## src/rtl/metronome_pkg.sv

```systemverilog
// Shared types and constants for the metronome tempo controller.
package metronome_pkg;

   localparam int BPM_W = 8;

   typedef logic [3:0] bcd_digit_t;

   localparam logic [BPM_W-1:0] BPM_MIN_DEF   = 8'd40;
   localparam logic [BPM_W-1:0] BPM_MAX_DEF   = 8'd240;
   localparam logic [BPM_W-1:0] BPM_RESET_DEF = 8'd120;

   typedef enum logic [1:0] {
      CONV_IDLE,
      CONV_SHIFT,
      CONV_DONE
   } conv_state_t;

   // Double-dabble correction: a nibble of 5 or more would overflow past 9 when doubled
   function automatic bcd_digit_t add3(input bcd_digit_t n);
      return (n >= 4'd5) ? n + 4'd3 : n;
   endfunction

endpackage

```

## src/rtl/bin_to_bcd_seq.sv

```systemverilog
// Sequential shift-add-3 binary-to-BCD converter, one input bit per cycle.
// A start pulse at any time reloads the value and restarts the conversion.
module bin_to_bcd_seq
   import metronome_pkg::*;
(
   input  logic             clk,
   input  logic             rst,
   input  logic             start,
   input  logic [BPM_W-1:0] value,
   output logic             busy,
   output logic             done,
   output bcd_digit_t       digit_100,
   output bcd_digit_t       digit_10,
   output bcd_digit_t       digit_1
);

   localparam int NIB   = 3;
   localparam int SCR_W = 4 * NIB + BPM_W;
   localparam int CNT_W = $clog2(BPM_W);
   localparam logic [CNT_W-1:0] LAST_BIT = CNT_W'(BPM_W - 1);

   conv_state_t      state_reg;
   logic [SCR_W-1:0] scratch_reg;
   logic [SCR_W-1:0] adjusted;
   logic [CNT_W-1:0] bit_cnt_reg;

   // BCD field sits above the binary field; every nibble is corrected before each shift
   assign adjusted[BPM_W-1:0] = scratch_reg[BPM_W-1:0];
   generate
      for (genvar gi = 0; gi < NIB; gi++) begin : g_adj
         assign adjusted[BPM_W + 4*gi +: 4] = add3(scratch_reg[BPM_W + 4*gi +: 4]);
      end
   endgenerate

   always_ff @(posedge clk) begin
      if (rst) begin
         state_reg   <= CONV_IDLE;
         scratch_reg <= '0;
         bit_cnt_reg <= '0;
         digit_100   <= '0;
         digit_10    <= '0;
         digit_1     <= '0;
      end else if (start) begin
         state_reg   <= CONV_SHIFT;
         scratch_reg <= {{(4*NIB){1'b0}}, value};
         bit_cnt_reg <= '0;
      end else begin
         case (state_reg)
            CONV_SHIFT: begin
               scratch_reg <= adjusted << 1;
               bit_cnt_reg <= bit_cnt_reg + CNT_W'(1);
               if (bit_cnt_reg == LAST_BIT) begin
                  state_reg <= CONV_DONE;
               end
            end
            CONV_DONE: begin
               digit_100 <= scratch_reg[BPM_W + 8 +: 4];
               digit_10  <= scratch_reg[BPM_W + 4 +: 4];
               digit_1   <= scratch_reg[BPM_W     +: 4];
               state_reg <= CONV_IDLE;
            end
            default: state_reg <= CONV_IDLE;
         endcase
      end
   end

   assign busy = (state_reg != CONV_IDLE);
   assign done = (state_reg == CONV_DONE);

endmodule

```

## src/rtl/bpm_tempo_ctrl.sv

```systemverilog
// Metronome tempo register: inc/dec buttons step bpm with hold-to-repeat, and each new value
// is converted to BCD digits. Define BPM_WRAP_EN to wrap at the limits instead of clamping.
module bpm_tempo_ctrl
   import metronome_pkg::*;
#(
   parameter logic [BPM_W-1:0] BPM_MIN       = BPM_MIN_DEF,
   parameter logic [BPM_W-1:0] BPM_MAX       = BPM_MAX_DEF,
   parameter logic [BPM_W-1:0] BPM_RESET     = BPM_RESET_DEF,
   parameter int               HOLD_CYCLES   = 25_000_000,
   parameter int               REPEAT_CYCLES = 5_000_000
) (
   input  logic             clk,
   input  logic             rst,
   input  logic             inc_btn,
   input  logic             dec_btn,
   output logic [BPM_W-1:0] bpm,
   output logic             bpm_changed,
   output logic [3:0]       digit_100,
   output logic [3:0]       digit_10,
   output logic [3:0]       digit_1,
   output logic             bcd_valid
);

   localparam int CNT_MAX = (HOLD_CYCLES > REPEAT_CYCLES) ? HOLD_CYCLES : REPEAT_CYCLES;
   localparam int CNT_W   = $clog2(CNT_MAX + 1);
   localparam logic [CNT_W-1:0] HOLD_LIM   = CNT_W'(HOLD_CYCLES);
   localparam logic [CNT_W-1:0] REPEAT_LIM = CNT_W'(REPEAT_CYCLES);
   localparam logic [BPM_W:0]   STEP_ONE   = 1;

   logic             inc_reg, dec_reg, inc_prev_reg, dec_prev_reg;
   logic [BPM_W-1:0] bpm_reg;
   logic             bpm_changed_reg, bcd_valid_reg, armed_reg, repeat_reg;
   logic [CNT_W-1:0] hold_cnt_reg;

   logic             act_inc, act_dec, acting, rise;
   logic             step_req, update;
   logic [BPM_W:0]   sum;
   logic [BPM_W-1:0] target, bpm_next;
   logic [CNT_W-1:0] limit;
   logic             conv_start, conv_busy, conv_done;

   assign act_inc = inc_reg & ~dec_reg;
   assign act_dec = dec_reg & ~inc_reg;
   assign acting  = act_inc | act_dec;
   assign rise    = (act_inc & ~inc_prev_reg) | (act_dec & ~dec_prev_reg);

   always_comb begin
      sum = act_inc ? ({1'b0, bpm_reg} + STEP_ONE) : ({1'b0, bpm_reg} - STEP_ONE);
`ifdef BPM_WRAP_EN
      if (sum > {1'b0, BPM_MAX}) begin
         target = BPM_MIN;
      end else if (sum < {1'b0, BPM_MIN}) begin
         target = BPM_MAX;
      end else begin
         target = sum[BPM_W-1:0];
      end
`else
      if (sum > {1'b0, BPM_MAX}) begin
         target = BPM_MAX;
      end else if (sum < {1'b0, BPM_MIN}) begin
         target = BPM_MIN;
      end else begin
         target = sum[BPM_W-1:0];
      end
`endif
      // Counter restarts at 1 after every step so it equals the cycles elapsed since that step
      limit    = repeat_reg ? REPEAT_LIM : HOLD_LIM;
      step_req = acting & (rise | (hold_cnt_reg == limit));
      update   = step_req & (target != bpm_reg);
      bpm_next = update ? target : bpm_reg;
   end

   assign conv_start = armed_reg | update;

   always_ff @(posedge clk) begin
      if (rst) begin
         inc_reg         <= 1'b0;
         dec_reg         <= 1'b0;
         inc_prev_reg    <= 1'b0;
         dec_prev_reg    <= 1'b0;
         bpm_reg         <= BPM_RESET;
         bpm_changed_reg <= 1'b0;
         bcd_valid_reg   <= 1'b0;
         armed_reg       <= 1'b1;
         hold_cnt_reg    <= '0;
         repeat_reg      <= 1'b0;
      end else begin
         inc_reg         <= inc_btn;
         dec_reg         <= dec_btn;
         inc_prev_reg    <= inc_reg;
         dec_prev_reg    <= dec_reg;
         armed_reg       <= 1'b0;
         bpm_reg         <= bpm_next;
         bpm_changed_reg <= update;

         if (conv_start) begin
            bcd_valid_reg <= 1'b0;
         end else if (conv_done) begin
            bcd_valid_reg <= 1'b1;
         end else if (conv_busy) begin
            bcd_valid_reg <= 1'b0;
         end

         if (!acting) begin
            hold_cnt_reg <= '0;
            repeat_reg   <= 1'b0;
         end else if (step_req) begin
            hold_cnt_reg <= CNT_W'(1);
            repeat_reg   <= ~rise;
         end else begin
            hold_cnt_reg <= hold_cnt_reg + CNT_W'(1);
         end
      end
   end

   bin_to_bcd_seq u_bcd (
      .clk       (clk),
      .rst       (rst),
      .start     (conv_start),
      .value     (bpm_next),
      .busy      (conv_busy),
      .done      (conv_done),
      .digit_100 (digit_100),
      .digit_10  (digit_10),
      .digit_1   (digit_1)
   );

   assign bpm         = bpm_reg;
   assign bpm_changed = bpm_changed_reg;
   assign bcd_valid   = bcd_valid_reg;

endmodule

```

## config.mk

```make
export PLATFORM = sky130hd
export DESIGN_NAME = bpm_tempo_ctrl
export DESIGN_NICKNAME = d
export VERILOG_FILES = /design/src/rtl/metronome_pkg.sv /design/src/rtl/bin_to_bcd_seq.sv /design/src/rtl/bpm_tempo_ctrl.sv
export SDC_FILE = /design/constraint.sdc
export NUM_CORES = 1
export LEC_CHECK = 0
export ABC_AREA = 1
export CORE_ASPECT_RATIO = 1.75
export CORE_MARGIN = 4
export CORE_UTILIZATION = 30
export DETAILED_ROUTE_END_ITERATION = 10
export MAX_ROUTING_LAYER = met4
export SLEW_MARGIN = 20
export SYNTH_ARGS = -nofsm -noshare
export SYNTH_HDL_FRONTEND = slang
export SYNTH_SLANG_ARGS = --single-unit
```

## constraint.sdc

```tcl
create_clock -name clk -period 3.1 [get_ports clk]
set_clock_uncertainty 0.05 [all_clocks]
set_input_delay 0.465 -clock clk [delete_from_list [all_inputs] [get_ports clk]]
set_output_delay 0.465 -clock clk [all_outputs]
set_load 0.02 [all_outputs]
```

== Word-level counts from Yosys, hierarchy flattened ==
Cells that the tools add are included.

* Add/sub/neg operators: 7
* Shift-type cells: 0
* Equal/unequal tests: 6
* Div/mod/pow operators: 0
* Order comparisons: 5
* Mux-type cells: 17
* Reductions and logical operators: 8
* Bitwise operators: 18
* $mul: 0

{| class="wikitable"
|+ Operators with widths
! kind !! number
|-
| 2-to-1 mux 8 bit || 5
|-
| adder 25 x 1 -> 25 bit, second input constant || 1
|-
| == test 25 bit || 1
|-
| 2-to-1 mux 25 bit || 1
|-
| >= comparator 4 x 3 -> 1 bit, second input constant || 3
|-
| adder 8 x 1 -> 9 bit, second input constant || 1
|-
| > comparator 9 x 8 -> 1 bit, second input constant || 1
|-
| < comparator 9 x 6 -> 1 bit, second input constant || 1
|-
| 2-to-1 mux 9 bit || 1
|-
| subtractor 8 x 1 -> 9 bit, second input constant || 1
|-
| adder 4 x 2 -> 4 bit, second input constant || 2
|-
| 2-to-1 mux 4 bit || 2
|-
| inequality test 8 bit || 1
|-
| inverter 1 bit || 8
|-
| 2-to-1 mux 1 bit || 7
|-
| bitwise AND 1 bit || 6
|-
| nonzero test 2 bit || 3
|-
| OR reduction 3 bit || 2
|-
| bitwise OR 1 bit || 4
|-
| OR reduction 2 bit || 2
|-
| adder 3 x 1 -> 3 bit, second input constant || 1
|-
| adder 3 x 2 -> 3 bit, second input constant || 1
|-
| == test 3 bit, second input constant || 1
|-
| 2-to-1 mux 3 bit || 1
|-
| 4 further kinds || 4
|}

* Bits in writable memories: 0
* Logic and storage cells: 80
* Output and inout bits: 22
* Memory bits (read-only): 0
* Bits in latches: 0
* Bits in registers: 78
* Bits of input ports: 4
* Memories: 0

== Longest topological paths before layout ==
* Depth after elaboration: 11
* Mapped depth: 25
* Gate-level depth less buffers: 24

== Modules after synthesis ==
From an unflattened synthesis, not the netlist that was laid out.

* Cell total of the unflattened synthesis: 635
* Area, all modules: 4362.9 um^2

{| class="wikitable"
|+ Modules (own cells, without submodules)
! module !! cells each !! instances !! sequential area each (um^2) !! area an instance (um^2)
|-
| bpm_tempo_ctrl || 396 || 1 || 820.8 || 2615.0
|-
| bin_to_bcd_seq || 239 || 1 || 740.7 || 1747.9
|}

== Worst setup path after synthesis ==
No wires, ideal clock.

* Path type: register -> register
* Start: register dec_reg
* End: register u_bcd.digit_100[0]
* Data arrival time: 2.896 ns
* Path buffers: 1
* Cell stages (with the launch flop): 22
* Path slack: 0.041 ns
* Period minus slack after synthesis: 3.059 ns
* Data required time: 2.937 ns
* Library setup time: 0.113 ns
* Cell sequence: dfxtp_1 -> inv_1 -> ha_1 -> inv_1 -> ha_1 -> nand2_1 -> inv_1 -> a21oi_1 -> nand3_1 -> nand2_1 -> nor2_2 -> a21oi_4 -> nand2_1 -> nand2_1 -> nand2_1 -> nor2_2 -> nand3_4 -> nand2_4 -> nand4_4 -> buf_2 -> nor2_1 -> nor2_1

* Cells in the longest elaborated chain, start to end: 11
* Elaborated cells on any way between the ends: 19
* Those cells by class: order compare: 2; eq/ne: 1; mux: 3; bitwise: 12; reduce/logical: 1

{| class="wikitable"
|+ RTL lines
! element !! line !! source
|-
| from (decl) || bpm_tempo_ctrl.sv:30 || <nowiki>logic inc_reg, dec_reg, inc_prev_reg, dec_prev_reg;</nowiki>
|-
| from (signal assigned) || bpm_tempo_ctrl.sv:89 || <nowiki>dec_reg <= dec_btn;</nowiki>
|-
| inverter 1 bit || bpm_tempo_ctrl.sv:42 || <nowiki>assign act_inc = inc_reg & ~dec_reg;</nowiki>
|-
| bitwise AND 1 bit || bpm_tempo_ctrl.sv:42 ||
|-
| 2-to-1 mux 9 bit || bpm_tempo_ctrl.sv:48 || <nowiki>sum = act_inc ? ({1'b0, bpm_reg} + STEP_ONE) : ({1'b0, bpm_reg} - STEP_ONE);</nowiki>
|-
| < comparator 9 x 6 -> 1 bit || bpm_tempo_ctrl.sv:60 || <nowiki>end else if (sum < {1'b0, BPM_MIN}) begin</nowiki>
|-
| 2-to-1 mux 8 bit || bpm_tempo_ctrl.sv:60 ||
|-
| 2-to-1 mux 8 bit || bpm_tempo_ctrl.sv:58 || <nowiki>if (sum > {1'b0, BPM_MAX}) begin</nowiki>
|-
| inequality test 8 bit || bpm_tempo_ctrl.sv:69 || <nowiki>update = step_req & (target != bpm_reg);</nowiki>
|-
| bitwise AND 1 bit (*) || bpm_tempo_ctrl.sv:69 ||
|-
| bitwise OR 1 bit (*) || bpm_tempo_ctrl.sv:73 || <nowiki>assign conv_start = armed_reg | update;</nowiki>
|-
| inverter 1 bit (no source line) (*) || n/a ||
|-
| AND reduction 2 bit (no source line) (*) || n/a ||
|-
| to (signal assigned) || bin_to_bcd_seq.sv:57 || <nowiki>digit_100 <= scratch_reg[BPM_W + 8 +: 4];</nowiki>
|-
| to (decl) || bin_to_bcd_seq.sv:12 || <nowiki>output bcd_digit_t digit_100,</nowiki>
|}

Every way passes the cells marked *; elsewhere a longest branch is shown, timed or not.
A chain may end at the register's enable or synchronous reset.

== Worst setup path after layout ==
* Start: register dec_reg
* End: register u_bcd.scratch_reg[3]

* Cells in the longest elaborated chain, start to end: 10
* Elaborated cells on any way between the ends: 20
* Those cells by class: order compare: 2; eq/ne: 1; mux: 5; bitwise: 11; reduce/logical: 1

{| class="wikitable"
|+ RTL lines
! element !! line !! source
|-
| inverter 1 bit || bpm_tempo_ctrl.sv:42 ||
|-
| bitwise AND 1 bit || bpm_tempo_ctrl.sv:42 ||
|-
| 2-to-1 mux 9 bit || bpm_tempo_ctrl.sv:48 ||
|-
| < comparator 9 x 6 -> 1 bit || bpm_tempo_ctrl.sv:60 ||
|-
| 2-to-1 mux 8 bit || bpm_tempo_ctrl.sv:60 ||
|-
| 2-to-1 mux 8 bit || bpm_tempo_ctrl.sv:58 ||
|-
| inequality test 8 bit || bpm_tempo_ctrl.sv:69 ||
|-
| bitwise AND 1 bit || bpm_tempo_ctrl.sv:69 ||
|-
| 2-to-1 mux 8 bit or bitwise OR 1 bit (tied branches) || bpm_tempo_ctrl.sv:70, bpm_tempo_ctrl.sv:73 ||
|-
| 2-to-1 mux 8 bit or nonzero test 2 bit (tied branches) || n/a ||
|-
| to (signal assigned) || bin_to_bcd_seq.sv:45 || <nowiki>scratch_reg <= {{(4*NIB){1'b0}}, value};</nowiki>
|-
| to (signal assigned) || bin_to_bcd_seq.sv:50 || <nowiki>scratch_reg <= adjusted << 1;</nowiki>
|-
| to (decl) || bin_to_bcd_seq.sv:23 || <nowiki>logic [SCR_W-1:0] scratch_reg;</nowiki>
|}

Parallel ways exist; a longest one is shown, timed or not.

==> impl_metrics.toml <==
[placed_design]
gp_congestion = 0.895
portBuffers = 25
place_ws_ps = -305
dp_hpwl_um = 8070
placed_cells = 878

[die]
row_count = 57
die-area_um2 = 16500
core_area_um2 = 14000
die_h_um = 167
start_util_pct = 30.9
die_w_um = 98.8
io_pins = 26

[critical_path]
critPathMaxFanout = 6
worstSetupPathType = "register to register"
required_ps = 3280
cp_data_arrival_time_ps = 3310
critPathLaunchType = "register"
endpoint_kind = "register"

[global_routing]
overflow = 0
grt_usage_pct = 14.1
grt_max_degree = 25
antenna_found_initial = 0
first_global_vias = 4311
grt_pass1_wl_um = 18700

[synth]
synth_edf_count = 0
yosysSeqAreaShare_pct = 36.1
syn_inst = 639
async_reset_ff_share_pct = 0
avgSynthCellArea_um2 = 6.77
ys_top_cells_by_area = "dfxtp_1, nand2_1, nor2_1"
synth_area_um2 = 4320
yosys.area.top_type_share_pct = 36.1
synth_top_area_cell = "dfxtp_1"
yosysWarnings = 0
synth_seq_cells = 78
synthFlopType = "dfxtp_1"
synth_cell_type_count = 44
synth_nets = 664

[clocking]
cts.sinks = 78
path_clk_slew_ps = 60
cts_tree = "built"
cts_buffers = 9
root_buffer = "clkbuf_16"
cts_buffer_depth = 2
cts_max_level = 3
clock_latency_ps = 340

[cells_and_area]
nFillCells = 1451
nets = 749
syn_to_final_growth_pct = 38.2
diodes = 0
largest_reg_flops = 25
post-route-util_pct = 42.7
drive_above_1_share_pct = 25.0
finalNonFillerCells = 906

[status]
violations = "negative setup slack"
outcome = "finished with violations"

[routing]
routed_wl_um = 10900
routed_via_density = 4.66
drt_pass1_iterations = 4
vias = 4225
dr.first_iter.drc_count = 187
drcViolationCount = 0
postRouteAntennaNets = 0
routedWlPerCell_um = 12.1

[sta]
post-route-period-util_pct = 101
hold_violations = 0
layout_setup_ws_ps = -29.9
fmax_mhz = 319
drv_slew = 0
grt_setup_unrepaired = "yes"
tightest_slew_ps = 766
post-route-min-period_ps = 3130
max-slew-margin-rel_pct = 48.8
setup_violations = 10

[min_path]
hold_class = "register to register"

[pwr]
ir_drop_uv = 285
p_leak_uw = 0.00267
power.density_nw_per_um2 = 469
power_uw = 2800

[job]
cap_violations = 0
final timing paths:
path / startpoint / slack [ps] / depth (start not counted) / end
setup / recovery: dec_reg / -30 / 24 / u_bcd.scratch_reg[3]
hold / removal: u_bcd.scratch_reg[0] / 420 / 2 / u_bcd.scratch_reg[0]
setup reg to reg: dec_reg / -30 / 24 / u_bcd.scratch_reg[3]
hold reg to reg: u_bcd.scratch_reg[0] / 420 / 2 / u_bcd.scratch_reg[0]
worst max-delay path, cell delays in order, from the launching register on:
cell	delay [ps]
dfxtp_2	330
inv_2	50
ha_4	170
buf_6	130
fa_2	400
inv_2	80
nand2_2	60
nand2_4	100
nand3_2	70
nand2_2	110
nand2_2	70
nor2_4	190
a21oi_4	90
buf_4	140
nand3_1	70
nand2_2	80
nor2_4	120
nand3_4	130
nand2_8	120
buf_12	140
nand2_4	50
nand3_1	80
nand3_1	80
nand2_1	60
inv_1	40
layout by cell type, fill, tap and decap left out, types with 2 or more instances in the layout:
| cell type | count |
|---|---|
| nand3_1 | 44 |
| nand2_1 | 120 |
| nor2_4 | 9 |
| ha_1 | 15 |
| nor2_2 | 13 |
| nor3b_1 | 7 |
| nor4_1 | 2 |
| o21ai_0 | 16 |
| dfxtp_2 | 2 |
| ha_4 | 5 |
| nor3_4 | 2 |
| a21oi_2 | 8 |
| clkbuf_8 | 2 |
| xnor2_1 | 3 |
| nand4_1 | 16 |
| a21oi_1 | 17 |
| nor3_2 | 3 |
| clkbuf_1 | 2 |
| dfxtp_1 | 76 |
| o21bai_1 | 2 |
| xor2_1 | 4 |
| nor2_1 | 79 |
| nand3_2 | 8 |
| a21oi_4 | 3 |
| inv_2 | 3 |
| nand2_2 | 27 |
| buf_4 | 54 |
| nand2_4 | 10 |
| o21a_1 | 3 |
| buf_12 | 3 |
| buf_6 | 7 |
| nand3_4 | 2 |
| clkdlybuf4s50_1 | 25 |
| a31o_2 | 2 |
| clkbuf_16 | 9 |
| inv_1 | 90 |
| nor3_1 | 13 |
| a22oi_1 | 3 |
per-layer routing:
layer | GRT usage [%] | vias up | wire (µm)
met5 | - | - | 0
met4 | 7.55 | 0 | 454
met3 | 2.26 | 29 | 284
met2 | 25.1 | 58 | 5790
met1 | 14.5 | 1935 | 4400
li1 | - | 2203 | -
metrics by stage:
step	cell area, µm²	hold slack, ps	TNS, ps
finish	5980	419	-139
global route	5980	447	-6640
CTS	5750	425	-414
detailed placement	5140	413	-9320
global placement	5140	407	-8520
floorplan	4320	382	0
what timing repair did:
action / 4_1_cts / 5_1_grt
hold buffers: 0 / 0
setup buffers: 9 / 4
pin swaps: 11 / 9
resized for setup: 57 / 57
endpoints found under the setup margin: 47 / 48
cloned: 1 / 0
final cells by class:
cell class	count	area, µm²	area share [%]
Clock inverter	3	42.5	0.712
Multi-Input combinational cell	451	2730	45.7
Clock buffer	13	260	4.36
Timing Repair Buffer	89	795	13.3
Inverter	95	362	6.05
Tap cell	177	221	3.71
Sequential cell	78	1560	26.2
kinds of logic (layout without fill, tap and decap cells):
logic type,count (synthesis),count (layout),synth area share [%]
buffers and inverters,111,200,10.2
AO/OA/AOI/OAI,61,62,9.03
flip-flops,78,78,36.1
adder cells (fa/ha/maj),21,21,6.25
XOR/XNOR,7,7,1.42
AND/OR/NAND/NOR,361,361,37.0
power by group:
| part | internal, µW | switching (µW) | total, µW |
|---|---|---|---|
| Sequential | 1030 | 19.9 | 1050 |
| Clock | 667 | 404 | 1070 |
| Combinational | 303 | 383 | 685 |
cells in the mapped netlist, types with 2 or more instances:
cell,n
a22oi_1,3
nor3b_1,7
a21oi_1,20
ha_1,20
nor2_2,6
nand2_1,155
nor4_1,2
o21ai_0,17
buf_4,2
nor2_1,95
o21bai_1,2
nor3_1,17
nand2_2,2
dfxtp_1,78
buf_2,3
o21a_1,3
clkbuf_1,9
xor2_1,4
a31o_2,2
xnor2_1,3
nand4_1,16
a211oi_1,2
nand3_1,52
buf_6,2
inv_1,93
a21oi_4,2
a21oi_2,5
No activity file was read; power rests on OpenSTA's default activity.
